==> config.mk <==
export PLATFORM = sky130hd
export DESIGN_NAME = z_response_monitor
export DESIGN_NICKNAME = d
export VERILOG_FILES = /design/src/rtl/zmon_pkg.sv /design/src/rtl/zmon_exp_table.sv /design/src/rtl/z_response_monitor.sv
export SDC_FILE = /design/constraint.sdc
export NUM_CORES = 1
export LEC_CHECK = 0
export BUFFER_PORTS_ARGS = -buffer_cell sky130_fd_sc_hd__buf_2
export CAP_MARGIN = 0
export CORE_MARGIN = 3
export CORE_UTILIZATION = 40
export CTS_CLUSTER_DIAMETER = 60
export DETAILED_ROUTE_END_ITERATION = 7
export SYNTH_ARGS = -nofsm -noshare
export SYNTH_HDL_FRONTEND = slang
export SYNTH_SLANG_ARGS = --single-unit
==> constraint.sdc <==
create_clock -name clk -period 1.8 [get_ports clk]
set_input_delay 0.36 -clock clk [delete_from_list [all_inputs] [get_ports clk]]
set_output_delay 0.36 -clock clk [all_outputs]
set_load 0.01 [all_outputs]
==> src/rtl/zmon_pkg.sv <==
// Shared types and constants for the Z response monitor.
// The signature constants are used only when ZMON_SIGNATURE_EN is defined.
package zmon_pkg;

  typedef enum logic [1:0] {
    IDLE,
    CAPTURE,
    DONE
  } state_t;

  localparam int unsigned ZW_DEFAULT = 4;

  // x^16 + x^12 + x^5 + 1, MSB term implicit
  localparam logic [15:0] MISR_POLY = 16'h1021;
  localparam logic [15:0] MISR_SEED = 16'hFFFF;

  function automatic logic [15:0] misr_step(input logic [15:0] s, input logic [15:0] din);
    return {s[14:0], 1'b0} ^ (s[15] ? MISR_POLY : 16'h0000) ^ din;
  endfunction

endpackage

==> src/rtl/zmon_exp_table.sv <==
// Expected-response table: DEPTH x Z_W register file with synchronous write
// and combinational read. Not reset, so contents survive a monitor reset.
module zmon_exp_table #(
  parameter int unsigned DEPTH = 8,
  parameter int unsigned Z_W   = 4,
  parameter int unsigned IDX_W = $clog2(DEPTH)
) (
  input  logic             clk,
  input  logic             we,
  input  logic [IDX_W-1:0] waddr,
  input  logic [Z_W-1:0]   wdata,
  input  logic [IDX_W-1:0] raddr,
  output logic [Z_W-1:0]   rdata
);

  logic [Z_W-1:0] mem [DEPTH];

  always_ff @(posedge clk) begin
    if (we) mem[waddr] <= wdata;
  end

  assign rdata = mem[raddr];

endmodule

==> src/rtl/z_response_monitor.sv <==
// Samples z once per clock during a run and checks it against a preloaded table.
// Optional 16-bit MISR signature output when ZMON_SIGNATURE_EN is defined.
module z_response_monitor
  import zmon_pkg::*;
#(
  parameter int unsigned DEPTH = 8,
  parameter int unsigned IDX_W = $clog2(DEPTH),
  parameter int unsigned Z_W   = ZW_DEFAULT
) (
  input  logic             clk,
  input  logic             reset,
  input  logic             exp_we,
  input  logic [IDX_W-1:0] exp_addr,
  input  logic [Z_W-1:0]   exp_data,
  input  logic             start,
  input  logic [Z_W-1:0]   z,
  output logic             busy,
  output logic             done,
  output logic             pass,
  output logic [IDX_W:0]   err_cnt,
  output logic [IDX_W-1:0] first_err_idx,
  output logic [Z_W-1:0]   first_err_z
`ifdef ZMON_SIGNATURE_EN
  ,
  output logic [15:0]      sig
`endif
);

  state_t           state, state_nxt;
  logic [IDX_W-1:0] idx;
  logic [Z_W-1:0]   exp_z;
  logic             launch;
  logic             last;
  logic             mismatch;

  // Writes are blocked while capturing so the table is frozen for the run.
  zmon_exp_table #(
    .DEPTH (DEPTH),
    .Z_W   (Z_W),
    .IDX_W (IDX_W)
  ) u_table (
    .clk   (clk),
    .we    (exp_we && (state != CAPTURE)),
    .waddr (exp_addr),
    .wdata (exp_data),
    .raddr (idx),
    .rdata (exp_z)
  );

  always_ff @(posedge clk or posedge reset) begin
    if (reset) state <= IDLE;
    else       state <= state_nxt;
  end

  always_comb begin
    state_nxt = state;
    launch    = 1'b0;
    case (state)
      IDLE, DONE: begin
        if (start) begin
          state_nxt = CAPTURE;
          launch    = 1'b1;
        end
      end
      CAPTURE: begin
        if (last) state_nxt = DONE;
      end
      default: state_nxt = IDLE;
    endcase
  end

  assign busy     = (state == CAPTURE);
  assign done     = (state == DONE);
  assign pass     = done && (err_cnt == '0);
  assign last     = busy && (idx == IDX_W'(DEPTH - 1));
  assign mismatch = busy && (z != exp_z);

  always_ff @(posedge clk or posedge reset) begin
    if (reset) begin
      idx           <= '0;
      err_cnt       <= '0;
      first_err_idx <= '0;
      first_err_z   <= '0;
    end else if (launch) begin
      idx           <= '0;
      err_cnt       <= '0;
      first_err_idx <= '0;
      first_err_z   <= '0;
    end else if (busy) begin
      idx <= idx + 1'b1;
      if (mismatch) begin
        if (err_cnt != '1) err_cnt <= err_cnt + 1'b1;
        // A zero count means this is the first mismatch of the run.
        if (err_cnt == '0) begin
          first_err_idx <= idx;
          first_err_z   <= z;
        end
      end
    end
  end

`ifdef ZMON_SIGNATURE_EN
  always_ff @(posedge clk or posedge reset) begin
    if (reset)       sig <= MISR_SEED;
    else if (launch) sig <= MISR_SEED;
    else if (busy)   sig <= misr_step(sig, 16'(z));
  end
`endif

endmodule
==> Word level (Yosys, flattened, before mapping) <==
Memories as Yosys holds them, arrays and structs flattened.
Cells that the tools add are included.
{ "word_totals": {"regBits": 16, "ramBits": 32, "inputBits": 15, "output_inout_bits": 14, "wordCells": 51, "mem_count": 1} }
{ "classes": {"add_sub_neg": 2, "n_eq_ne": 8, "mux": 21, "reduce_logical": 14} }
{ "memory_table": {"columns": ["name", "words", "width", "read_ports", "rd_ports_with_merged_regs", "wr", "line_no", "rtl"], "rows": [
  ["u_table.mem", 8, 4, 1, 0, 1, "zmon_exp_table.sv:16", "logic [Z_W-1:0] mem [DEPTH];"]
]} }
{ "op_table": {"columns": ["operator", "n"], "rows": [
  ["4-bit two-way mux", 8],
  ["3-bit two-way mux", 6],
  ["2-bit nonzero test", 4],
  ["3-bit AND reduction", 2],
  ["4-bit by 1-bit adder with 4-bit output, second input constant", 1],
  ["1-bit logical AND", 4],
  ["4-bit logical NOT", 1],
  ["1-bit two-way mux", 4],
  ["2-bit two-way mux", 2],
  ["2-bit by 1-bit != test with 1-bit output, second input constant", 2],
  ["4-bit != test", 1],
  ["4-bit != test, second input constant", 1],
  ["2-bit one-hot mux with 2 select lines", 1],
  ["3-bit by 1-bit adder with 3-bit output, second input constant", 1],
  ["3-bit == test, second input constant", 1],
  ["2-bit by 1-bit == test with 1-bit output, second input constant", 1],
  ["2-bit == test, second input constant", 1],
  ["2-bit logical NOT", 1],
  ["2-bit != test, second input constant", 1],
  ["2-bit AND reduction", 1],
  ["2-bit OR reduction", 1]
]} }

==> Longest topological paths before layout <==
An unclocked memory read counts as a cell.
{ "logic_depth": {"depth_word": 6, "mapped_depth": 7, "ltp_nobuf": 6} }

==> Cells and area by module <==
A second synthesis with hierarchy kept.
{ "hier_totals": {"cells_unflattened": 138, "area_unflattened_um2": 2125.8} }
{ "modules_own_cells": {"columns": ["module", "instances", "cells_per_inst", "area_per_inst_um2", "seq_area_each_um2"], "rows": [
  ["zmon_exp_table", 1, 59, 1290.0, 960.9],
  ["z_response_monitor", 1, 79, 835.8, 400.4]
]} }

==> Worst setup path after synthesis <==
No wires, ideal clock.
{ "synth_path": {"path_type": "register to register", "start": "register idx[1]", "end": "register err_cnt[1]", "setup_time_ns": 0.120, "t_arrival_ns": 1.867, "required_time_ns": 1.680, "setup_slack_ns": -0.186, "stages_incl_launch_ff": 8, "n_path_buf": 1, "synth_period_minus_slack_ns": 1.986, "cell_sequence": "dfrtp_1 buf_6 mux2i_1 mux4_2 xnor2_1 nand4_2 and3_1 a31o_1"} }
{ "synth_between": {"elab_chain_cells": 5} }
{ "synth_lines": {"columns": ["element", "line_no", "rtl"], "rows": [
  ["from (decl)", "z_response_monitor.sv:30", "logic [IDX_W-1:0] idx;"],
  ["from (signal assigned)", "z_response_monitor.sv:90", "idx <= idx + 1'b1;"],
  ["memory 8 x 4 bit", null, null],
  ["4-bit != test", "z_response_monitor.sv:76", "assign mismatch = busy && (z != exp_z);"],
  ["1-bit logical AND", "z_response_monitor.sv:76", null],
  ["2-bit nonzero test (no source line)", null, null],
  ["3-bit AND reduction (no source line)", null, null],
  ["to (signal assigned)", "z_response_monitor.sv:92", "if (err_cnt != '1) err_cnt <= err_cnt + 1'b1;"],
  ["to (decl)", "z_response_monitor.sv:20", "output logic [IDX_W:0] err_cnt,"]
]} }
No other way between the ends.
A chain may end at the register's enable or synchronous reset.

==> Worst setup path in the final report <==
{ "layout_path": {"start": "register idx[0]", "end": "register err_cnt[1]"} }
The elaborated chain is that of the path after synthesis.

==> flow_summary.json <==
{
  "status": "finished, violations left",
  "violations": "negative setup slack",
  "cts_root_buffer": "clkbuf_8",
  "die_area_mm2": 0.00619,
  "ys_top_cells_by_area": "edfxtp_1 45%, dfrtp_1 19%, mux2i_1 12%",
  "grtUsageTotal_pct": 13.5,
  "grt_pass1_wl_um": 6380,
  "die_w_um": 78.7,
  "syn_to_final_growth_pct": 21.1,
  "yosys.area.top_type": "edfxtp_1",
  "start_util_pct": 43.0,
  "cts_hold_buf": 0,
  "first_global_vias": 1337,
  "syn_area_mm2": 0.00211,
  "final_nets": 209,
  "netlist_instances": 145,
  "ys_seq_area_share_pct": 64.4,
  "relSlewSlack_pct": 59.7,
  "setup_ws_ps": -247,
  "grt_max_degree": 17,
  "rows": 25,
  "synth-seq-cells": 48,
  "cts_buffer_depth": 2,
  "slew_violations": 0,
  "min_period_ps": 2050,
  "synth_top_area_share_pct": 45.5,
  "hold_class": "primary input to async pin",
  "ant_nets": 0,
  "antenna_found_initial": 0,
  "wl_per_cell_um": 14.7,
  "yosys_warnings": 0,
  "synth.avg_cell_area_um2": 14.6,
  "worstMarginPinSlew_ps": 604,
  "finalHoldViolations": 0,
  "cellPowerDensity_mw_per_mm2": 1450,
  "first_iter_violations": 26,
  "drtPass1Iterations": 4,
  "drive_gt1_share_pct": 33.0,
  "worstPathRequired_ps": 2000,
  "setup-violations-final": 11,
  "cts_htree_levels": 2,
  "grt_overflow_total": 0,
  "antenna_cells": 0,
  "dpl.hpwl_um": 2920,
  "utilization_pct": 52.1,
  "path_clk_slew_ps": 90,
  "cts_buffers": 5,
  "routed_wl_um": 3780,
  "die_h_um": 78.7,
  "final_cells": 258,
  "p_leak_nw": 1.14,
  "crit_chain": "buf_4, mux2i_1, mux4_2, xnor2_2, nand4_4, and3_1, a31o_1",
  "worstPathMaxFanout": 6,
  "maxCapViolations": 0,
  "routabilityCongestion": 0.798,
  "critical_path_class": "flop to flop",
  "insertion_delay_ps": 300,
  "vias_per_cell": 4.83,
  "synth_cell_types": 25,
  "placedCellCount": 245,
  "critPathMaxStageDelay_ps": 500,
  "fin_crit_sh_pct": 114,
  "core_mm2": 0.00491,
  "post-route-drc-count": 0,
  "hold_slack_ps": 117,
  "cts.sinks": 48,
  "cpMaxStageDelayCell": "mux4_2",
  "io_pins": 29,
  "start_kind": "flop",
  "fin_worst_skew_ps": 11.3,
  "critPathCaptureType": "flop",
  "vdd_ir_drop_max_mv": 0.573,
  "portBuffers": 28,
  "fin_tns_setup_ps": -2090,
  "fmax_mhz": 489,
  "synth_nets": 164,
  "tritoncts": "built",
  "vias": 1245,
  "cp.arrival_ps": 2240,
  "rsz0062_at_grt": "yes"
}
-- registers in the layout (all words and copies together) (netlist names) --
| signal | flops |
|---|---|
| u_table.mem | 32 |
| err_cnt | 4 |
| first_err_z | 4 |
| first_err_idx | 3 |
| idx | 3 |
| state | 2 |
-- placed cells by master, fill, tap and decap left out, drive strengths merged --
cell type   n
nand2      13
xnor2       4
inv        12
mux2i      26
buf        41
and3        3
nor2b       1
o21ai       2
clkbuf      5
nand3b      1
a31oi       1
mux4        4
clkinv      1
dfrtp      16
a22o        3
nor3        2
nor2        7
and2        1
nand4       2
ha          4
edfxtp     32
clkinvlp    2
nand3       3
nand2b      4
a31o        1
-- synth_stat cells (all sizes together) --
cell	n
and3	3
edfxtp	32
nand3	3
mux4	4
nand4	2
inv	12
nand3b	1
mux2i	26
clkbuf	1
nor3	2
buf	2
nor2	7
a22o	3
nor2b	1
xnor2	4
a31oi	1
a31o	1
and2	1
dfrtp	16
nand2b	4
nand2	13
ha	4
o21ai	2
-- kinds of logic after synthesis --
logic type / after synthesis / synth area share [%]
flops: 48 / 64.4
simple gates: 37 / 9.36
mux: 30 / 16.6
buf+inv: 15 / 3.20
compound gates: 7 / 2.43
xor+xnor: 4 / 1.66
fa+ha+maj: 4 / 2.37
-- where the power goes --
group / internal, mW / switching, mW / total, mW / leakage [nW]
clock network: 0.275 / 0.360 / 0.635 / 0.0404
registers: 1.35 / 0.112 / 1.47 / 0.490
logic: 0.819 / 0.801 / 1.62 / 0.607
-- worst paths after layout --
check                      cells after the start           endpoint      startpoint  slack, ps
setup reg to reg                               7         err_cnt[1]          idx[0]       -250
hold / removal                                 2     first_err_z[2]           reset        120
min in group clk                               1  u_table.mem[1][2]     exp_data[2]        330
hold reg to reg                                2     first_err_z[3]  first_err_z[3]        530
setup / recovery                               7         err_cnt[1]          idx[0]       -250
max in group asynchronous                      2             idx[0]           reset       1260
-- layer usage --
metal	up-vias	global-route usage [%]	share of wire [%]	wire, µm
met2	31	22.5	48	1820
met1	591	16.8	45	1700
met5	-	0	0	0
met3	7	4.13	5.8	218
li1	616	-	-	-
met4	0	4.20	1.3	50
-- critical path, delay by kind of cell (launching register included) --
family,cells,cell delay [ps]
multiplexers,2,640
flip-flops,1,400
AND/OR/NAND/NOR,2,340
XOR/XNOR,1,190
AO/OA/AOI/OAI,1,190
buffers and inverters,1,170
-- metrics by stage --
stage / total power [mW] / worst slack, ps / instance area [µm²]
floorplan: 2.53 / -150 / 2130
global placement: 2.90 / -309 / 2400
detailed placement: 2.96 / -382 / 2400
CTS: 3.72 / -262 / 2540
global route: 3.96 / -305 / 2560
finish: 3.72 / -247 / 2560
-- timing repair --
item,in CTS,in global routing
setup endpoints to repair,11,12
setup buffers,3,2
pin swaps,1,1
cloned,0,0
resized for setup,7,1
-- area by class of cell --
cell class | count | area [µm²]
repair buffers | 41 | 248
flip-flops and latches | 48 | 1360
inverters | 12 | 45.0
multi-input cells | 82 | 728
clock inverters | 3 | 23.8
well taps | 67 | 83.8
fillers | 438 | 2350
clock buffers | 5 | 68.8
(Power assumes the default switching activity.)
